<file path="config.mk">
export PLATFORM = sky130hd
export DESIGN_NAME = ball_motion
export DESIGN_NICKNAME = d
export VERILOG_FILES = /design/src/rtl/ball_motion_pkg.sv /design/src/rtl/ball_motion_axis_step.sv /design/src/rtl/ball_motion.sv
export SDC_FILE = /design/constraint.sdc
export NUM_CORES = 1
export LEC_CHECK = 0
export ABC_AREA = 0
export CORE_MARGIN = 4
export CORE_UTILIZATION = 30
export DETAILED_ROUTE_END_ITERATION = 10
export SKIP_CTS_REPAIR_TIMING = 1
export SLEW_MARGIN = 40
export SYNTH_ARGS = -nofsm -noshare
export SYNTH_HDL_FRONTEND = slang
export SYNTH_HIERARCHICAL = 1
export SYNTH_SLANG_ARGS = --single-unit
</file>
<file path="constraint.sdc">
create_clock -name clk -period 3.85 [get_ports clk]
set_input_delay 1.155 -clock clk [delete_from_list [all_inputs] [get_ports clk]]
set_output_delay 1.155 -clock clk [all_outputs]
set_load 0.05 [all_outputs]
</file>
<file path="src/rtl/ball_motion_pkg.sv">
// Shared playfield geometry and ball-state encoding for the collision checker and ball_motion.
package ball_motion_pkg;

  typedef enum logic [1:0] {
    SERVE = 2'd0,
    MOVE  = 2'd1,
    LOST  = 2'd2,
    OVER  = 2'd3
  } ballState_e;

  localparam logic [7:0] SCREEN_W   = 8'd160;
  localparam logic [7:0] SCREEN_H   = 8'd120;
  localparam logic [7:0] PADDLE_Y   = 8'd110;
  localparam logic [7:0] PADDLE_LEN = 8'd16;

  localparam logic [7:0] X_MAX   = SCREEN_W - 8'd1;
  localparam logic [7:0] Y_MAX   = SCREEN_H - 8'd1;
  localparam logic [7:0] SERVE_Y = PADDLE_Y - 8'd1;

  // Ball x while resting on the paddle: paddle centre, pinned to the right edge.
  function automatic logic [7:0] serveX(input logic [7:0] paddleX);
    logic [8:0] centre;
    centre = {1'b0, paddleX} + {1'b0, PADDLE_LEN >> 1};
    return (centre > {1'b0, X_MAX}) ? X_MAX : centre[7:0];
  endfunction

endpackage

</file>
<file path="src/rtl/ball_motion_axis_step.sv">
// One-axis position step: moves pos by mag in direction dir, clamped to 0..limit.
module axis_step (
  input  logic [7:0] pos,
  input  logic [2:0] mag,
  input  logic       dir,
  input  logic [7:0] limit,
  output logic [7:0] nextPos
);

  logic [8:0] sum;
  logic [8:0] diff;

  assign sum  = {1'b0, pos} + {6'd0, mag};
  assign diff = {1'b0, pos} - {6'd0, mag};

  // NOTE: every path assigns nextPos, so this stays purely combinational.
  always_comb begin
    if (dir) begin
      nextPos = (sum > {1'b0, limit}) ? limit : sum[7:0];
    end else begin
      // A borrow out of the 9-bit difference means the ball ran past 0.
      nextPos = diff[8] ? 8'd0 : diff[7:0];
    end
  end

endmodule

</file>
<file path="src/rtl/ball_motion.sv">
// Ball state stage: serve/launch, per-frame stepping with wall bounces, ball loss and lives.
module ball_motion
  import ball_motion_pkg::*;
#(
  parameter logic [2:0] INIT_VX     = 3'd1,
  parameter logic [2:0] INIT_VY     = 3'd2,
  parameter logic [1:0] LIVES       = 2'd3,
  parameter int         LOST_FRAMES = 30
) (
  input  logic       clk,
  input  logic       resetn,
  input  logic       frame_tick,
  input  logic       launch,
  input  logic       cX,
  input  logic       cY,
  input  logic [7:0] paddleX,
  output logic [7:0] ballX,
  output logic [7:0] ballY,
  output logic [2:0] vX,
  output logic [2:0] vY,
  output logic       dirX,
  output logic       dirY,
  output logic [1:0] lives,
  output logic       game_over,
  output logic       ball_lost
);

  localparam int LOST_W = $clog2(LOST_FRAMES);

  ballState_e        state;
  ballState_e        stateNext;
  logic [LOST_W-1:0] lostCount;
  logic              lostDone;
  logic              ballMissed;
  logic              launchNow;
  logic              dirXNext;
  logic              dirYNext;
  logic [7:0]        stepX;
  logic [7:0]        stepY;

  assign launchNow  = frame_tick && launch;
  assign ballMissed = (ballY >= Y_MAX) && !cY;
  assign lostDone   = frame_tick && (lostCount == LOST_W'(LOST_FRAMES - 1));

  axis_step uStepX (
    .pos     (ballX),
    .mag     (vX),
    .dir     (dirXNext),
    .limit   (X_MAX),
    .nextPos (stepX)
  );

  axis_step uStepY (
    .pos     (ballY),
    .mag     (vY),
    .dir     (dirYNext),
    .limit   (Y_MAX),
    .nextPos (stepY)
  );

  // NOTE: registers use non-blocking assignments so every flop samples pre-edge values.
  always_ff @(posedge clk or negedge resetn) begin
    if (!resetn) begin
      state <= SERVE;
    end else begin
      state <= stateNext;
    end
  end

  always_comb begin
    stateNext = state;
    unique case (state)
      SERVE: if (launchNow) stateNext = MOVE;
      MOVE:  if (frame_tick && ballMissed) stateNext = LOST;
      // lives was already decremented on entry, so zero here means no ball left.
      LOST:  if (lostDone) stateNext = (lives != 2'd0) ? SERVE : OVER;
      OVER:  stateNext = OVER;
      default: stateNext = SERVE;
    endcase
  end

  always_comb begin
    dirXNext  = dirX ^ cX;
    dirYNext  = dirY ^ cY;
    game_over = (state == OVER);
  end

  always_ff @(posedge clk or negedge resetn) begin
    if (!resetn) begin
      ballX     <= 8'd0;
      ballY     <= SERVE_Y;
      vX        <= 3'd0;
      vY        <= 3'd0;
      dirX      <= 1'b1;
      dirY      <= 1'b0;
      lives     <= LIVES;
      ball_lost <= 1'b0;
      lostCount <= '0;
    end else begin
      ball_lost <= 1'b0;
      unique case (state)
        SERVE: begin
          ballX <= serveX(paddleX);
          ballY <= SERVE_Y;
          vX    <= 3'd0;
          vY    <= 3'd0;
          if (launchNow) begin
            vX   <= INIT_VX;
            vY   <= INIT_VY;
            dirX <= 1'b1;
            dirY <= 1'b0;
          end
        end
        MOVE: begin
          if (frame_tick) begin
            if (ballMissed) begin
              vX        <= 3'd0;
              vY        <= 3'd0;
              lives     <= (lives == 2'd0) ? 2'd0 : lives - 2'd1;
              ball_lost <= 1'b1;
            end else begin
              dirX  <= dirXNext;
              dirY  <= dirYNext;
              ballX <= stepX;
              ballY <= stepY;
            end
          end
        end
        LOST: begin
          if (frame_tick) begin
            lostCount <= lostDone ? '0 : lostCount + LOST_W'(1);
          end
        end
        default: ;
      endcase
    end
  end

endmodule

</file>
==> results of run 1 <==
routing by layer:
| metal | vias to the layer above | part of all wire | global-route usage |
|---|---|---|---|
| li1 | 1506 | - | - |
| met4 | 0 | 0.0075 | 0.0296 |
| met3 | 6 | 0.023 | 0.0151 |
| met1 | 1380 | 0.50 | 0.187 |
| met2 | 50 | 0.47 | 0.220 |
| met5 | - | 0 | 0 |
state kept, by name, indices dropped and copies added (netlist names):
name / flops
dirX: 1
ball_lost: 1
lostCount: 5
ballX: 8
ballY: 8
lives: 2
vY: 1
dirY: 1
state: 2
report_power, final:
group | leakage, nW | total [mW] | internal, mW | switching [mW]
Clock | 0.0455 | 0.261 | 0.146 | 0.115
Sequential | 0.317 | 0.675 | 0.437 | 0.238
Combinational | 1.35 | 2.38 | 0.963 | 1.42
cell usage in the layout, fill, tap and decap left out, drive strengths merged, types with 14 or more instances in the layout:
| cell type | n |
|---|---|
| dfrtp | 21 |
| ha | 32 |
| clkdlybuf4s50 | 37 |
| conb | 44 |
| nor2 | 30 |
| nor3 | 14 |
| nand2 | 33 |
| o21ai | 17 |
| xnor2 | 18 |
| inv | 38 |
area by class of cell:
class,instances,area (sq um),share of cell area
tap,136,170,0.0429
inverter,38,143,0.0360
timing repair buffer,45,430,0.109
sequential,29,736,0.186
multi-input combinational,337,2400,0.604
clock buffer,8,90.1,0.0227
worst min path at each step:
stage,end,slack [ns],cells after the start
finish,lives[1],0.50,1
floorplan,lostCount[2],0.49,1
global route,lives[1],0.52,1
CTS,lives[1],0.51,1
global placement,lives[1],0.49,1
detailed placement,lives[1],0.50,1
metrics by stage:
step	util	cell area (sq um)	setup WS, ns
final	0.379	3970	0.191
after global routing	0.379	3970	0.00612
after CTS	0.376	3930	0.0727
after detailed placement	0.367	3840	0.107
after global placement	0.367	3840	0.220
after floorplan	-	3420	0.0180
cells by family (layout without fill, tap and decap cells):
group	count (synthesis)	after routing
AO/OA/AOI/OAI	108	108
flip-flops	29	29
buffers and inverters	64	91
XOR/XNOR	23	23
AND/OR/NAND/NOR	126	126
adder cells (fa/ha/maj)	36	36
other	2	44
==> run summary, run 1 <==
result of the run: finished, final reports clean
starting density of the core: 0.312
Post-Synth XOR/XNOR Area: 0.0617
most frequent cell after synthesis: inv_1
# IOs: 42
DRC: 0
Crit path arrival time: 3.84 ns
clock skew: 0.0104 ns
Synth Area per Inst: 8.42 sq um
final WL: 8220 microns
required time worst endpoint: 4.03 ns
Die X: 112 microns
gr ovfl total: 0
# diodes: 0
initial antenna violation count: 0
min-delay src: lives[1]
simple-gate share of the synthesized area: 0.200
die area: 12,600 sq um
Post-DP HPWL: 6340 microns
Crit-path slowest cell: or4_4
Worst Setup SP: ballX[0]
Top FF cell, synth: dfrtp_1
Final nets: 506
via count: 2,942
Startpoint Class: flip-flop
leading area contributor after synthesis: dfrtp_1
number of global-route vias before repair: 2,914
Die Y: 112 microns
cell family with most CP delay: compound AO/OA/AOI/OAI gates
total negative setup slack: 0 ns
Mapped Cells: 388
Synth cell types: 63
clk sinks: 29
YS warnings: 6
CP endpoint kind: flip-flop
Num CTS Buffers: 5
Global Route Usage Sum: 0.133
H-tree Lvls: 2
root buf cell: clkbuf_8
reg-to-reg slack, setup: 0.19 ns
Vias/cell: 4.96
worst setup path end: ballX[0]
Worst Path Buf+Inv: 0
Synth top area share: 0.161
Most Frequent Cell on Critical Path: ha_1
non-filler instance count after layout: 593
fin crit share: 0.950
Worst IR Drop VDD: 0.402 mV
RSZ-0062 raised after global routing: no
mux contribution to synthesized area: 0
worst reg2reg startpoint: ballX[0]
leading post-synthesis cells by cell area: dfrtp_1, ha_1, dfstp_2
#FFs+latches synth: 29
Final Critical Period: 3.66 ns
Hold Crit Class: flip-flop to flip-flop
CTS tree: done
endpoints failing setup: 0
buffers added on ports: 37
critical path's largest stage delay: 0.53 ns
1st-pass router iterations: 4
Min Hold Slack: 0.503 ns
Fill cells: 1,129
Slew Limit Headroom: 0.656
Clock Tree Buf Depth: 2
CP Class: flip-flop to flip-flop
initial DRC count: 200
Seq/Total Area, Yosys: 0.225
ys async rst share: 1.00
final hold vios: 0
Placer Congestion: 0.879
actual slew at the worst max-slew pin: 0.514 ns
clock transition at the registers of the reported paths: 0.06 ns
fraction of layout cells with a size suffix above 1: 0.0985
first-pass GRT wire length: 14,200 microns
Max Freq: 273 MHz
Total Power: 3.32 mW
core area: 10,500 sq um
largest family of logic cells by synthesized area: compound AO/OA/AOI/OAI gates
worst path cell trace: ha_1 -> fa_1 -> nor2b_1 -> o2111ai_1 -> xnor2_1 -> ha_1 -> a211oi_2 -> o21ai_1 -> or4_4 -> a211o_1 -> o221ai_1 -> nor2_1 -> a221oi_1
synthesized cell area: 3270 sq um
Synth Area in Compound Gates: 0.268
r2r endpoint: ballX[0]
Post-DRT Antenna Nets: 0
Commonest cells post-synth: inv_1, nand2_1, ha_1
Post-Synth Adder-Cell Area: 0.147
Leak: 1.71 nW
DR WL/cell: 13.9 microns
Area growth, synth to finish: 21.4%
final slew viol count: 0
worst skew pair latency: 0.28 ns
Pwr Density: 837 nW/um^2
Critical Path Fanout Max: 5
placed insts: 583
Rows: 37
Post-synth EDFFs: 0
Crit path depth: 13
largest net degree at the start of global routing: 30
R2R depth: 13
max-cap viol count: 0
No activity file was read; power rests on OpenSTA's default activity.
==> run 2, diff against run 1 <==
==> constraint.sdc (replaced) <==
create_clock -name clk -period 3.64 [get_ports clk]
set_input_delay 1.092 -clock clk [delete_from_list [all_inputs] [get_ports clk]]
set_output_delay 1.092 -clock clk [all_outputs]
set_load 0.05 [all_outputs]
==> run 2 against run 1 <==
Die area is the same; routed wire length grew 0.26%; critical path type unchanged; non-clock buffer count grew 7; global-route usage shrank 0.43 points; first-iteration DRC count grew 0.50%; sequential share of layout area shrank 0.25 points; largest power group unchanged; via count grew 2.8%; register-to-register slack lost 0.12 ns.
==> run summary, run 2 (synthesis results as in run 1) <==
Crit path arrival time: 3.75 ns (-0.09 ns)
Startpoint Class: flip-flop
fin crit share: 0.980 (+0.0301)
core area: 10,500 sq um (unchanged)
Final nets: 513 (+1.4%)
worst skew pair latency: 0.28 ns (about the same)
via count: 3,023 (+2.8%)
DR WL/cell: 13.7 microns (-0.91%)
clock transition at the registers of the reported paths: 0.06 ns (about the same)
gr ovfl total: 0 (unchanged)
1st-pass router iterations: 4 (unchanged)
Num CTS Buffers: 5 (unchanged)
# IOs: 42 (unchanged)
CP Class: flip-flop to flip-flop
Area growth, synth to finish: 23.9%
starting density of the core: 0.312 (unchanged)
final hold vios: 0 (unchanged)
storage element area: 741 sq um (+0.68%)
min-delay src: lives[1]
Vias/cell: 5.04 (+1.6%)
largest net degree at the start of global routing: 24 (-20%)
actual slew at the worst max-slew pin: 0.591 ns (+0.0764 ns)
buffers added on ports: 37 (unchanged)
clk sinks: 29 (unchanged)
die area: 12,600 sq um (unchanged)
endpoints failing setup: 0 (unchanged)
Clock Tree Buf Depth: 2 (unchanged)
# diodes: 0 (unchanged)
Top Registers: ballX (8), ballY (8), lostCount (5)
first-pass GRT wire length: 13,900 microns (-2.5%)
Placer Congestion: 0.872 (-0.72%)
required time worst endpoint: 3.82 ns (-0.21 ns)
H-tree Lvls: 2 (unchanged)
most common cell after layout, fill and taps aside: conb_1
initial antenna violation count: 0 (unchanged)
Die Y: 112 microns (unchanged)
Post-DP HPWL: 6450 microns (+1.7%)
most frequent cells in the layout: conb_1, inv_1, clkdlybuf4s50_1, nand2_1, ha_1
initial DRC count: 201 (+0.50%)
Leak: 1.76 nW (+2.5%)
Worst IR Drop VDD: 0.371 mV (-7.6%)
total negative setup slack: 0 ns (unchanged)
multi-input combinational cell area: 2430 sq um (+1.3%)
Rows: 37 (unchanged)
Pwr Density: 885 nW/um^2 (+5.7%)
Worst Setup SP: vY[1]
post-route cell area: 4050 sq um (+2.1%)
final slew viol count: 0 (unchanged)
number of global-route vias before repair: 2,896 (-0.62%)
Global Route Usage Sum: 0.129 (-0.00427)
Final Critical Period: 3.57 ns (-0.0901 ns)
DRC: 0 (unchanged)
CP endpoint kind: flip-flop
Fill cells: 1,108 (-1.9%)
Slew Limit Headroom: 0.605 (-0.0511)
fraction of layout cells with a size suffix above 1: 0.131 (+0.0330)
CTS tree: done
Post-DRT Antenna Nets: 0 (unchanged)
result of the run: finished, final reports clean
worst reg2reg startpoint: vY[1]
root buf cell: clkbuf_8
Hold Crit Class: flip-flop to flip-flop
Critical Path Fanout Max: 5 (unchanged)
Max Freq: 280 MHz (+2.5%)
dpl cell area: 3900 sq um (+1.5%)
final WL: 8250 microns (+0.26%)
Die X: 112 microns (unchanged)
max-cap viol count: 0 (unchanged)
clock skew: 0.0118 ns (+0.00134 ns)
## run 2: cell types whose count changed in the layout (fill, tap and decap cells not counted), sizes merged
cell,change
buf,+7
clkinv,+2
clkbuf,-2
## run 2: report_power, final
group | switching, mW | total, mW | internal, mW | leakage [nW]
Combinational | 1.54 | 2.62 | 1.08 | 1.40
Clock | 0.119 | 0.251 | 0.132 | 0.0450
Sequential | 0.245 | 0.710 | 0.464 | 0.317
## run 2: final timing paths
path	to	slack (ns)	cells past startpoint
setup / recovery	ballX[0]	0.07	13
hold / removal	lives[1]	0.50	1
setup reg to reg	ballX[0]	0.07	13
hold reg to reg	lives[1]	0.50	1
max in group asynchronous	lives[0]	1.81	2
min in group asynchronous	ballX[2]	1.18	1
## run 2: final cells by class
class                   instances  area share
multi-input cells             337       0.600
flip-flops and latches         29       0.183
repair buffers                 52       0.119
well taps                     136      0.0421
inverters                      38      0.0353
clock buffers                   6      0.0179
clock inverters                 2     0.00247
## run 2: per-stage QoR
stage          cells  power, mW   util  hold WS (ns)  setup WS [ns]
3_3_place_gp     590       3.18  0.372         0.485         0.0258
6_report         600       3.58  0.387         0.505         0.0715
2_1_floorplan    430       2.56      -         0.486         0.0117
5_1_grt          600       3.90  0.387         0.518        -0.0424
4_1_cts          598       3.47  0.380         0.510        -0.0513
3_5_place_dp     590       3.20  0.372         0.501        -0.0303
## run 2: worst max-delay path: stages (launching register included)
cell and delay, ns:
dfrtp_4 0.47, ha_2 0.19, fa_2 0.34, nor2b_4 0.14, o2111ai_2 0.21, xnor2_1 0.18
ha_1 0.32, a211oi_2 0.24, o21ai_2 0.12, or4_4 0.60, a211o_1 0.31, o221ai_1 0.07
nor2_1 0.08, a221oi_2 0.21
## run 2: metal layers
layer,wire [microns],global-route usage
met2,4070,0.218
met1,3830,0.177
met3,324,0.0232
met4,22,0.0160
met5,0,0
==> run 3, diff against run 2 <==
--- a/config.mk
+++ b/config.mk
@@ -10,7 +10,7 @@
 export CORE_UTILIZATION = 30
 export DETAILED_ROUTE_END_ITERATION = 10
 export SKIP_CTS_REPAIR_TIMING = 1
-export SLEW_MARGIN = 40
+export SLEW_MARGIN = 0
 export SYNTH_ARGS = -nofsm -noshare
 export SYNTH_HDL_FRONTEND = slang
 export SYNTH_HIERARCHICAL = 1
==> results of run 3 <==
No change in the layout: final DEF, timing and power equal those of run 2.
